<file path="config.mk">
export PLATFORM = sky130hd
export DESIGN_NAME = regfile_dump_flat
export DESIGN_NICKNAME = d
export VERILOG_FILES = /design/src/rtl/regfile_pkg.sv /design/src/rtl/regfile_dump_if.sv /design/src/rtl/regfile_dump.sv /design/src/flat_wrapper.sv
export SDC_FILE = /design/constraint.sdc
export NUM_CORES = 1
export LEC_CHECK = 0
export CAP_MARGIN = 20
export CORE_MARGIN = 1
export CORE_UTILIZATION = 42
export DETAILED_ROUTE_END_ITERATION = 8
export MAX_ROUTING_LAYER = met4
export PLACE_DENSITY_LB_ADDON = 0.12
export SYNTH_ARGS = -nofsm -noshare
export SYNTH_HDL_FRONTEND = slang
export SYNTH_SLANG_ARGS = --single-unit
</file>
<file path="constraint.sdc">
create_clock -name clk -period 2.04 [get_ports clk]
set_clock_uncertainty 0.2 [all_clocks]
set_input_delay 0.306 -clock clk [delete_from_list [all_inputs] [get_ports clk]]
set_output_delay 0.306 -clock clk [all_outputs]
set_load 0.005 [all_outputs]
</file>
<file path="src/rtl/regfile_pkg.sv">
// Shared widths, counts and FSM state encoding for the register-file dump
// engine and the register file it reads.
package regfile_pkg;

    localparam int ADDR_W    = 5;
    localparam int DATA_W    = 32;
    localparam int NUM_REGS  = 32;
    localparam int NUM_PAIRS = NUM_REGS / 2;

    typedef enum logic [2:0] {
        IDLE   = 3'd0,
        READ   = 3'd1,
        SEND_A = 3'd2,
        SEND_B = 3'd3,
        DONE   = 3'd4
    } state_t;

    typedef logic [ADDR_W-2:0] pair_t;

    localparam pair_t             LAST_PAIR  = pair_t'(NUM_PAIRS - 1);
    localparam logic [ADDR_W-1:0] LAST_INDEX = ADDR_W'(NUM_REGS - 1);

    // Register index of the even (odd=0) or odd (odd=1) member of pair k.
    function automatic logic [ADDR_W-1:0] pair_index(input pair_t k, input logic odd);
        return {k, odd};
    endfunction

endpackage

</file>
<file path="src/rtl/regfile_dump_if.sv">
// Valid/ready stream carrying one register index/data word per handshake.
interface regfile_dump_if;
    import regfile_pkg::*;

    logic              out_valid;
    logic              out_ready;
    logic [DATA_W-1:0] out_data;
    logic [ADDR_W-1:0] out_index;
    logic              out_last;

    modport master (
        output out_valid,
        output out_data,
        output out_index,
        output out_last,
        input  out_ready
    );

    modport slave (
        input  out_valid,
        input  out_data,
        input  out_index,
        input  out_last,
        output out_ready
    );

endinterface

</file>
<file path="src/rtl/regfile_dump.sv">
// Debug readout engine: reads the register file two entries at a time and
// streams every register out as an index/data word over valid/ready.
module regfile_dump
    import regfile_pkg::*;
(
    input  logic              clk,
    input  logic              rst_n,
    input  logic              start,
    output logic              busy,
    output logic              done,
    output logic [ADDR_W-1:0] readsel1,
    output logic [ADDR_W-1:0] readsel2,
    input  logic [DATA_W-1:0] Dout1,
    input  logic [DATA_W-1:0] Dout2,
    regfile_dump_if.master    stream
);

    state_t            r_state;
    pair_t             r_k;
    logic              r_busy;
    logic              r_done;
    logic              r_out_valid;
    logic              r_out_last;
    logic [DATA_W-1:0] r_out_data;
    logic [ADDR_W-1:0] r_out_index;
    logic [ADDR_W-1:0] r_readsel1;
    logic [ADDR_W-1:0] r_readsel2;
    logic [DATA_W-1:0] r_hold_a;
    logic [DATA_W-1:0] r_hold_b;

    logic              w_handshake;
    pair_t             w_k_next;

    assign w_handshake = r_out_valid & stream.out_ready;
    assign w_k_next    = r_k + pair_t'(1);

    assign busy             = r_busy;
    assign done             = r_done;
    assign readsel1         = r_readsel1;
    assign readsel2         = r_readsel2;
    assign stream.out_valid = r_out_valid;
    assign stream.out_data  = r_out_data;
    assign stream.out_index = r_out_index;
    assign stream.out_last  = r_out_last;

    // Dump FSM with pair counter, snapshot registers and registered outputs.
    always_ff @(posedge clk or negedge rst_n) begin
        if (!rst_n) begin
            r_state     <= IDLE;
            r_k         <= '0;
            r_busy      <= 1'b0;
            r_done      <= 1'b0;
            r_out_valid <= 1'b0;
            r_out_last  <= 1'b0;
            r_out_data  <= '0;
            r_out_index <= '0;
            r_readsel1  <= '0;
            r_readsel2  <= '0;
            r_hold_a    <= '0;
            r_hold_b    <= '0;
        end else begin
            case (r_state)
                IDLE: begin
                    r_done <= 1'b0;
                    if (start) begin
                        r_k        <= '0;
                        r_busy     <= 1'b1;
                        r_readsel1 <= pair_index(pair_t'(0), 1'b0);
                        r_readsel2 <= pair_index(pair_t'(0), 1'b1);
                        r_state    <= READ;
                    end else begin
                        r_busy     <= 1'b0;
                        r_readsel1 <= '0;
                        r_readsel2 <= '0;
                        r_state    <= IDLE;
                    end
                end
                // The pair is frozen here; later writes only reach later pairs.
                READ: begin
                    r_hold_a    <= Dout1;
                    r_hold_b    <= Dout2;
                    r_out_valid <= 1'b1;
                    r_out_data  <= Dout1;
                    r_out_index <= r_readsel1;
                    r_out_last  <= (r_readsel1 == LAST_INDEX);
                    r_state     <= SEND_A;
                end
                SEND_A: begin
                    if (w_handshake) begin
                        r_out_data  <= r_hold_b;
                        r_out_index <= r_readsel2;
                        r_out_last  <= (r_readsel2 == LAST_INDEX);
                        r_state     <= SEND_B;
                    end else begin
                        r_state     <= SEND_A;
                    end
                end
                SEND_B: begin
                    if (w_handshake) begin
                        r_out_valid <= 1'b0;
                        r_out_last  <= 1'b0;
                        if (r_k == LAST_PAIR) begin
                            r_done     <= 1'b1;
                            r_readsel1 <= '0;
                            r_readsel2 <= '0;
                            r_state    <= DONE;
                        end else begin
                            r_k        <= w_k_next;
                            r_readsel1 <= pair_index(w_k_next, 1'b0);
                            r_readsel2 <= pair_index(w_k_next, 1'b1);
                            r_state    <= READ;
                        end
                    end else begin
                        r_state <= SEND_B;
                    end
                end
                DONE: begin
                    r_done  <= 1'b0;
                    r_busy  <= 1'b0;
                    r_state <= IDLE;
                end
                default: begin
                    r_busy      <= 1'b0;
                    r_done      <= 1'b0;
                    r_out_valid <= 1'b0;
                    r_out_last  <= 1'b0;
                    r_readsel1  <= '0;
                    r_readsel2  <= '0;
                    r_state     <= IDLE;
                end
            endcase
        end
    end

endmodule

</file>
<file path="src/flat_wrapper.sv">
// flat-port wrapper written by rule: the top's interface ports become plain ports
module regfile_dump_flat import regfile_pkg::*;
  (clk, rst_n, start, busy, done, readsel1, readsel2, Dout1, Dout2, stream_out_valid, stream_out_data, stream_out_index, stream_out_last, stream_out_ready);
  regfile_dump_if stream_i ();
  input  logic clk;
  input  logic rst_n;
  input  logic start;
  output logic busy;
  output logic done;
  output logic [ADDR_W-1:0] readsel1;
  output logic [ADDR_W-1:0] readsel2;
  input  logic [DATA_W-1:0] Dout1;
  input  logic [DATA_W-1:0] Dout2;
  output wire logic [$bits(stream_i.out_valid)-1:0] stream_out_valid;
  output wire logic [$bits(stream_i.out_data)-1:0] stream_out_data;
  output wire logic [$bits(stream_i.out_index)-1:0] stream_out_index;
  output wire logic [$bits(stream_i.out_last)-1:0] stream_out_last;
  input wire logic [$bits(stream_i.out_ready)-1:0] stream_out_ready;
  assign stream_out_valid = stream_i.out_valid;
  assign stream_out_data = stream_i.out_data;
  assign stream_out_index = stream_i.out_index;
  assign stream_out_last = stream_i.out_last;
  assign stream_i.out_ready = stream_out_ready;
  regfile_dump u_core (.clk(clk), .rst_n(rst_n), .start(start), .busy(busy), .done(done), .readsel1(readsel1), .readsel2(readsel2), .Dout1(Dout1), .Dout2(Dout2), .stream(stream_i));
endmodule
</file>
[After elaboration in Yosys (flattened, before gate mapping)]
Index checks and enable logic that the tools add are counted.
Cells by class
  add/subtract/negate cells: 1
  equality and inequality tests: 12
  mux-type cells: 29
  bitwise operators: 5
  reduce and logical (&&, ||, !) cells: 14
Operators by type and width (number)
  $pmux 32 s2: 1
  $mux 32: 1
  $mux 5: 5
  $pmux 5 s2: 2
  $pmux 5 s3: 1
  $mux 4: 3
  $pmux 3 s4: 1
  $eq 5x5->1 const B: 2
  $reduce_or 3->1: 3
  $mux 1: 8
  $pmux 4 s2: 1
  $eq 3x2->1 const B: 2
  $mux 3: 2
  $ne 2x1->1 const B: 3
  $reduce_and 2->1: 3
  $reduce_and 3->1: 2
  $add 4x1->4 const B: 1
  $eq 4x4->1 const B: 1
  $ne 2x2->1 const B: 2
  $not 1->1: 4
  $pmux 1 s2: 2
  $pmux 1 s4: 1
  $reduce_and 4->1: 1
  $reduce_bool 2->1: 2
  other kinds (6): 7
Storage, ports and cells
  register bits after elaboration: 90
  bits of input ports: 68
  output and inout port bits: 51
  logic and storage cells: 72

[Depth between registers and ports, before layout]
Gate-level depths: netlist (run 1).
  depth in word-level cells: 4
  depth in mapped cells: 6
  gate-level depth less buffers: 4

[Worst setup path before layout (run 1)]
Ideal clock, no wire load.
  path kind: reg2reg
  start: reg u_core.r_state[1]
  end: reg u_core.r_out_data[15] (netlist: u_core.stream.out_data[15])
  setup time: 0.127 ns
  arrival time: 1.612 ns
  data required time: 1.713 ns
  path slack: 0.101 ns
  stages on the path, launching flop included: 6
  path buffers: 2
  period minus slack after synthesis: 1.939 ns
  path through: dfrtp_1 -> nor3b_2 -> buf_4 -> buf_4 -> mux2_2 -> mux2_1
Between the ends
  longest elaborated chain between the ends: 3
  elaborated cells between the ends (all ways): 6
  classes of those cells: 3 x eq/ne; 1 x mux; 2 x reduce/logical
Ends and longest elaborated chain
  start: declaration: line regfile_dump.sv:18  | state_t r_state;
  start signal: assignment: line regfile_dump.sv:49  | r_state <= IDLE;
  start signal: assignment: line regfile_dump.sv:70  | r_state <= READ;
  start signal: assignment: line regfile_dump.sv:75  | r_state <= IDLE;
  $eq 3x2->1 / $eq 3x1->1 (equally long branches): line regfile_dump.sv:62  | case (r_state)
  $ne 2x1->1 (no line) / $reduce_bool 2->1 (equally long branches)
  $reduce_and 2->1 (no line)
  end signal: assignment: line regfile_dump.sv:83  | r_out_data <= Dout1;
  end signal: assignment: line regfile_dump.sv:90  | r_out_data <= r_hold_b;
  end: declaration: line regfile_dump.sv:24  | logic [DATA_W-1:0] r_out_data;
Several ways; a longest one is shown, not always the timed one.
A chain may end at the register's enable or synchronous reset.

[Final worst setup path (run 1)]
  start: reg u_core.r_state[0]
  end: reg u_core.r_out_data[18] (netlist: u_core.stream.out_data[18])
The elaborated chain is that of the path after synthesis.

==> impl_metrics.csv, run 1 <==
group,metric,value,unit
run_status,status,"finished, violations left",
run_status,violations,"DRC",
hold_path,min_path_type,"input port to asynchronous set/reset pin",
critical_path,arrival,1.97,ns
drt,routed_wl,8490,microns
synth,syn_inst,270,
grt,overflow,0,
floorplan,core-area,0.00885,sq mm
critical_path,cp.required,2.07,ns
timing,finalMaxSlewViolations,0,
drt,wl_per_cell,16.6,microns
clock_network,cts_buffer_depth,2,
floorplan,die_w,98.4,microns
floorplan,rows,34,
critical_path,endpoint_kind,"flip-flop",
clock_network,cts_resized,0,
synth,dominantRegCellSynth,"dfrtp_1",
pwr,ir_drop,0.329,mV
timing,setup_viol,0,
timing,fin_crit,1.94,ns
drt,antenna_left,0,
synth,async_reset_ff_share,100,%
synth,syn-cell-area,0.00390,sq mm
clock_network,clock_sinks,88,
synth,yosys_warnings,0,
synth,seq_area_frac_synth,56.4,%
timing,worst_pin_slew,0.514,ns
finish,num_antenna_cells,0,
grt,grt_pass1_wl,13900,microns
timing,min_period_over_period,95.2,%
placed_design,place.gp.congestion,0.811,
pwr,leakagePower,2.58,nW
synth,synth-edff-count,0,
timing,rsz0062_at_grt,"no",
grt,grt_pass1_vias,2801,
clock_network,htree_levels,3,
synth,ys_types,36,
critical_path,worstPathCellList,"nor3b_4, buf_12, a21o_2, buf_4, mux2_1",
synth,syn_area_per_cell,14.5,sq um
timing,finalHoldViolations,0,
floorplan,dieArea,0.00968,sq mm
finish,area_growth,41.0,%
pwr,powerDensity,584,mW/mm^2
drt,drc,10,
floorplan,die_y,98.4,microns
grt,antenna_found_initial,0,
floorplan,ioPinCount,119,
clock_network,clockRootBuffer,"clkbuf_8",
synth,synth-seq-cells,88,
critical_path,r2r-start,"u_core.r_state[0]",
critical_path,crit_fanout,16,
synth,synth_area_leaders,"dfrtp_1, mux2_2, mux2_1, buf_2, o2bb2ai_1",
clock_network,clk_pin_slew,0.09,ns
synth,synth_top_area_share,56.4,%
critical_path,crit_path_max_incr_delay,0.42,ns
placed_design,hpwl,5970,microns
finish,drive_above_1_share,28.2,%
finish,final_common_cell,"clkdlybuf4s50_1",
critical_path,startpoint_type,"flip-flop",
clock_network,cts_tree,"built",
grt,grt_max_degree,39,
placed_design,numPortBuffers,117,
placed_design,placed_cell_area,0.00530,sq mm
finish,finalInstanceArea,0.00550,sq mm
drt,drtIter0Drc,78,
floorplan,start_util,44.1,%
drt,via_count,2644,
finish,layout.nets,468,
clock_network,numCtsBuffers,9,
grt,grt_usage,19.1,%
timing,setup_tns,0,ns
drt,via_per_inst,5.16,
synth,synth_top_cell_by_area,"dfrtp_1",
critical_path,crit_type,"flip-flop to flip-flop",
critical_path,timing.rr.end,"u_core.stream.out_data[18]",
critical_path,reg2reg_depth,5,
drt,dr.pass1.iters,7,
timing,fmax,515,MHz
finish,layout_common_cells,"clkdlybuf4s50_1, dfrtp_1, mux2_2",
critical_path,critPathSlowestCell,"dfrtp_1",
timing,relSlewSlack,65.8,%
clock_network,clk_latency,0.35,ns
synth,synth_fp_nets,339,
flow_run,maxCapViolCount,0,
critical_path,rrSetupSlack,0.1,ns
==> sequential cells by signal, summed over array words and instances, names as in the netlist <==
name,cells
u_core.readsel1,4
u_core.r_k,4
u_core.r_hold_b,32
u_core.done,1
u_core.stream.out_valid,1
u_core.stream.out_index,5
u_core.busy,1
u_core.stream.out_data,32
u_core.stream.out_last,1
u_core.r_state,3
u_core.readsel2,4
==> per-stage QoR <==
step	utilization, %	hold slack [ns]	std cells	power [mW]	worst slack [ns]
finish	62.2	0.261	512	3.21	0.0972
global route	62.2	0.296	512	3.33	0.0121
CTS	62.2	0.275	512	3.25	0.0666
detailed placement	59.9	0.115	495	2.07	0.0412
global placement	59.9	0.111	495	2.07	0.0519
floorplan	-	-0.190	270	1.87	0.101
==> how the worst max path moves through the flow <==
stage | end | startpoint
finish | u_core.stream.out_data[18] | u_core.r_state[0]
global route | u_core.stream.out_data[18] | u_core.r_state[0]
CTS | u_core.stream.out_data[18] | u_core.r_state[0]
detailed placement | u_core.readsel2[0] | stream_out_ready
global placement | u_core.readsel2[0] | stream_out_ready
floorplan | u_core.stream.out_data[15] | u_core.r_state[1]
==> Yosys cell counts (2+ instances only) <==
library cell	n
mux2_1	26
xor2_1	2
dfrtp_1	88
a21oi_1	5
mux2_2	78
buf_4	5
a211o_1	2
nand2_1	5
nor2b_1	2
buf_2	9
nand4_1	3
a22o_1	2
nor3_1	3
mux2i_1	2
and3_1	2
inv_1	4
o2bb2ai_1	5
buf_6	3
a21o_1	2
o21ai_0	3
nand3_1	4
==> report_power, final <==
group	internal [mW]	switching [mW]	leakage, nW	total, mW
clock	0.566	0.617	0.0856	1.18
sequential	1.75	0.00749	1.20	1.75
combinational	0.181	0.0947	1.29	0.275
total	2.49	0.719	2.58	3.21
==> metal layers <==
| metal | GRT usage [%] | vias to the layer above | share of wire (%) |
|---|---|---|---|
| met3 | 4.58 | 7 | 5.9 |
| met4 | 4.82 | 0 | 0.54 |
| met2 | 29.5 | 83 | 48 |
| li1 | - | 1248 | - |
| met1 | 25.3 | 1306 | 46 |
| met5 | - | - | 0 |
==> worst max-delay path: cells and delay by family, from the launching register on <==
| kind | cells | cell delay [ns] |
|---|---|---|
| AOI/OAI and AO/OA | 1 | 0.21 |
| muxes | 1 | 0.33 |
| DFF | 1 | 0.42 |
| buffers and inverters | 2 | 0.38 |
| and+or+nand+nor | 1 | 0.29 |
==> layout make-up <==
type	instances	area, sq um
Clock buffer	11	131
Clock inverter	5	57.6
Fill cell	730	3350
Inverter	4	15.0
Multi-Input combinational cell	160	1570
Sequential cell	88	2200
Tap cell	108	135
Timing Repair Buffer	136	1390
==> timing repair <==
action,CTS,global route
setup buffers,0,0
endpoints found under the setup margin,0,1
hold buffers,1,0
endpoints found under the hold margin,35,0
==> logic make-up after synthesis <==
| family | Yosys count | synth area share (%) |
|---|---|---|
| multiplexers | 106 | 30.5 |
| flip-flops | 88 | 56.4 |
| AND/OR/NAND/NOR | 26 | 4.20 |
| AO/OA/AOI/OAI | 24 | 4.52 |
| buffers and inverters | 22 | 3.46 |
| XOR/XNOR | 2 | 0.449 |
| adder cells (fa/ha/maj) | 1 | 0.321 |
| other | 1 | 0.0961 |
No activity file was read; power rests on OpenSTA's default activity.
==> run 2, diff against run 1 <==
--- a/config.mk
+++ b/config.mk
@@ -5,6 +5,7 @@
 export SDC_FILE = /design/constraint.sdc
 export NUM_CORES = 1
 export LEC_CHECK = 0
+export ABC_AREA = 1
 export CAP_MARGIN = 20
 export CORE_MARGIN = 1
 export CORE_UTILIZATION = 42
==> run 2 against run 1 <==
The flow now finishes without violations. Maximum frequency is 7.0% higher. Total power is 140% higher. Worst setup slack better by 0.13 ns. Non-clock buffer count is 3 lower. First-iteration DRC count is 32% higher. Count of clock-buffer cells in the layout is 1 lower. Clock power is 3% lower. Synthesized area is 0.35% higher. Critical path type is now flip-flop to output pin. Critical endpoint is now readsel2[3].
==> impl_metrics.csv, run 2 <==
group,metric,value,unit
grt,grt_usage,21.5,%
critical_path,timing.rr.end,"u_core.readsel2[1]",
drt,routed_wl,9540,microns
critical_path,worstPathCellList,"clkdlybuf4s50_1",
finish,stdcell_count,676,
clock_network,clockRootBuffer,"clkbuf_8",
timing,fmax,551,MHz
pwr,ir_drop,0.621,mV
synth,synth_fp_nets,515,
critical_path,critPathSlowestCell,"clkdlybuf4s50_1",
critical_path,r2r-start,"u_core.r_k[0]",
synth,post-synth-top-count-cell,"nand2_1",
critical_path,reg2reg_depth,7,
synth,synth_compound_area_share,5.21,%
clock_network,cts_tree,"built",
clock_network,cts_buffer_depth,2,
drt,drc,0,
critical_path,cp.required,1.53,ns
placed_design,numPortBuffers,117,
synth,synth_top_family_by_area,"simple AND/OR/NAND/NOR gates",
clock_network,clk_latency,0.35,ns
pwr,powerDensity,1430,mW/mm^2
pwr,leakagePower,2.64,nW
timing,min_period_over_period,89.0,%
synth,synth-seq-cells,88,
timing,setup_tns,0,ns
finish,utilization,61.0,%
synth,async_reset_ff_share,100,%
timing,relSlewSlack,64.6,%
floorplan,die_w,98.6,microns
finish,layout.nets,634,
critical_path,rrSetupSlack,0.30,ns
flow_run,maxCapViolCount,0,
synth,synth_area_leaders,"dfrtp_1, nand2_1, mux2_1, nand3_1, o211ai_1",
timing,rsz0062_at_grt,"no",
finish,final_common_cell,"nand2_1",
run_status,status,"finished, final reports clean",
timing,fin_crit,1.82,ns
synth,synth_top_cell_by_area,"dfrtp_1",
drt,via_count,3366,
placed_design,place.gp.congestion,0.921,
floorplan,dieArea,0.00972,sq mm
timing,finalMaxSlewViolations,0,
grt,antenna_found_initial,0,
floorplan,rows,34,
floorplan,ioPinCount,119,
timing,worst_slack,0.223,ns
clock_network,clk_pin_slew,0.09,ns
floorplan,core-area,0.00889,sq mm
synth,syn_area_per_cell,8.78,sq um
drt,via_per_inst,4.98,
drt,dr.pass1.iters,4,
critical_path,crit_family,"buffers and inverters",
drt,drtIter0Drc,103,
critical_path,startpoint_type,"flip-flop",
synth,syn-cell-area,0.00392,sq mm
drt,antenna_left,0,
clock_network,cts_resized,0,
timing,finalHoldViolations,0,
placed_design,hpwl,6730,microns
grt,overflow,0,
synth,synth_commonest_cells,"nand2_1, dfrtp_1, nand3_1, inv_1, nor2_1",
clock_network,htree_levels,3,
floorplan,start_util,44.0,%
synth,synth_mux_area_share,6.04,%
synth,dominantRegCellSynth,"dfrtp_1",
critical_path,arrival,1.31,ns
synth,syn_inst,446,
finish,layout_common_cells,"nand2_1, clkdlybuf4s50_1, dfrtp_1",
clock_network,post_cts_buffers,0,
pwr,p_total,7.78,mW
finish,num_antenna_cells,0,
synth,synth_top_area_share,56.2,%
timing,setup_viol,0,
placed_design,preCtsSetupSlack,0.131,ns
critical_path,crit_type,"flip-flop to output pin",
finish,drive_above_1_share,6.34,%
synth,seq_area_frac_synth,56.2,%
clock_network,clock_sinks,88,
floorplan,die_y,98.6,microns
synth,yosys_warnings,0,
critical_path,path_buf_inv,1,
finish,area_growth,38.6,%
critical_path,endpoint_kind,"output pin",
synth,synth-adder-area-share,0.319,%
timing,worst_pin_slew,0.531,ns
grt,grt_pass1_wl,15900,microns
drt,wl_per_cell,14.1,microns
critical_path,crit_fanout,5,
synth,synth-edff-count,0,
synth,ys_types,27,
hold_path,min_path_type,"input port to asynchronous set/reset pin",
synth,synth-xor-area-share,0.224,%
grt,grt_pass1_vias,3296,
synth,yosys.area_share.simple,25.9,%
clock_network,numCtsBuffers,9,
placed_design,post-place-cells,661,
critical_path,crit_path_max_incr_delay,0.54,ns
grt,grt_max_degree,41,
## run 2: metrics by stage
| stage | instance area (sq um) | hold WS (ns) |
|---|---|---|
| floorplan | 3920 | -0.190 |
| global placement | 5240 | 0.126 |
| detailed placement | 5240 | 0.123 |
| CTS | 5430 | 0.278 |
| global route | 5430 | 0.295 |
| finish | 5430 | 0.259 |
## run 2: logic make-up after synthesis
logic type               Yosys count
AO/OA/AOI/OAI                     34
XOR/XNOR                           1
AND/OR/NAND/NOR                  250
flip-flops                        88
buffers and inverters             50
multiplexers                      21
other                              1
adder cells (fa/ha/maj)            1
## run 2: layer usage
layer | GRT usage [%] | up-vias | wire length (microns)
met5 | - | - | 0
met4 | 6.66 | 0 | 101
met3 | 4.47 | 9 | 439
met2 | 33.2 | 83 | 4470
met1 | 28.7 | 1611 | 4530
li1 | - | 1663 | -
## run 2: power by group
group	switching, mW	leakage [nW]	internal [mW]
sequential	0.445	1.07	2.57
clock	0.588	0.0880	0.549
combinational	1.83	1.48	1.80
## run 2: cell type report
| type | count | area, sq um |
|---|---|---|
| repair buffers | 133 | 1330 |
| multi-input cells | 308 | 1490 |
| clock buffers | 10 | 128 |
| well taps | 108 | 135 |
| inverters | 25 | 93.8 |
| fillers | 755 | 3460 |
| clock inverters | 4 | 47.5 |
| flip-flops and latches | 88 | 2200 |
## run 2: repair_timing
item | CTS | global route
endpoints found under the setup margin | 0 | 0
hold buffers | 1 | 0
endpoints found under the hold margin | 37 | 0
## run 2: worst max-delay path by stage
stage,from,to,slack [ns],depth (start not counted)
floorplan,u_core.r_k[0],u_core.r_k[0],0.53,7
global placement,stream_out_ready,u_core.readsel2[0],0.17,6
detailed placement,stream_out_ready,u_core.readsel2[0],0.13,6
CTS,u_core.readsel1[3],readsel2[3],0.20,1
global route,u_core.readsel1[3],readsel2[3],0.14,1
finish,u_core.readsel1[3],readsel2[3],0.22,1
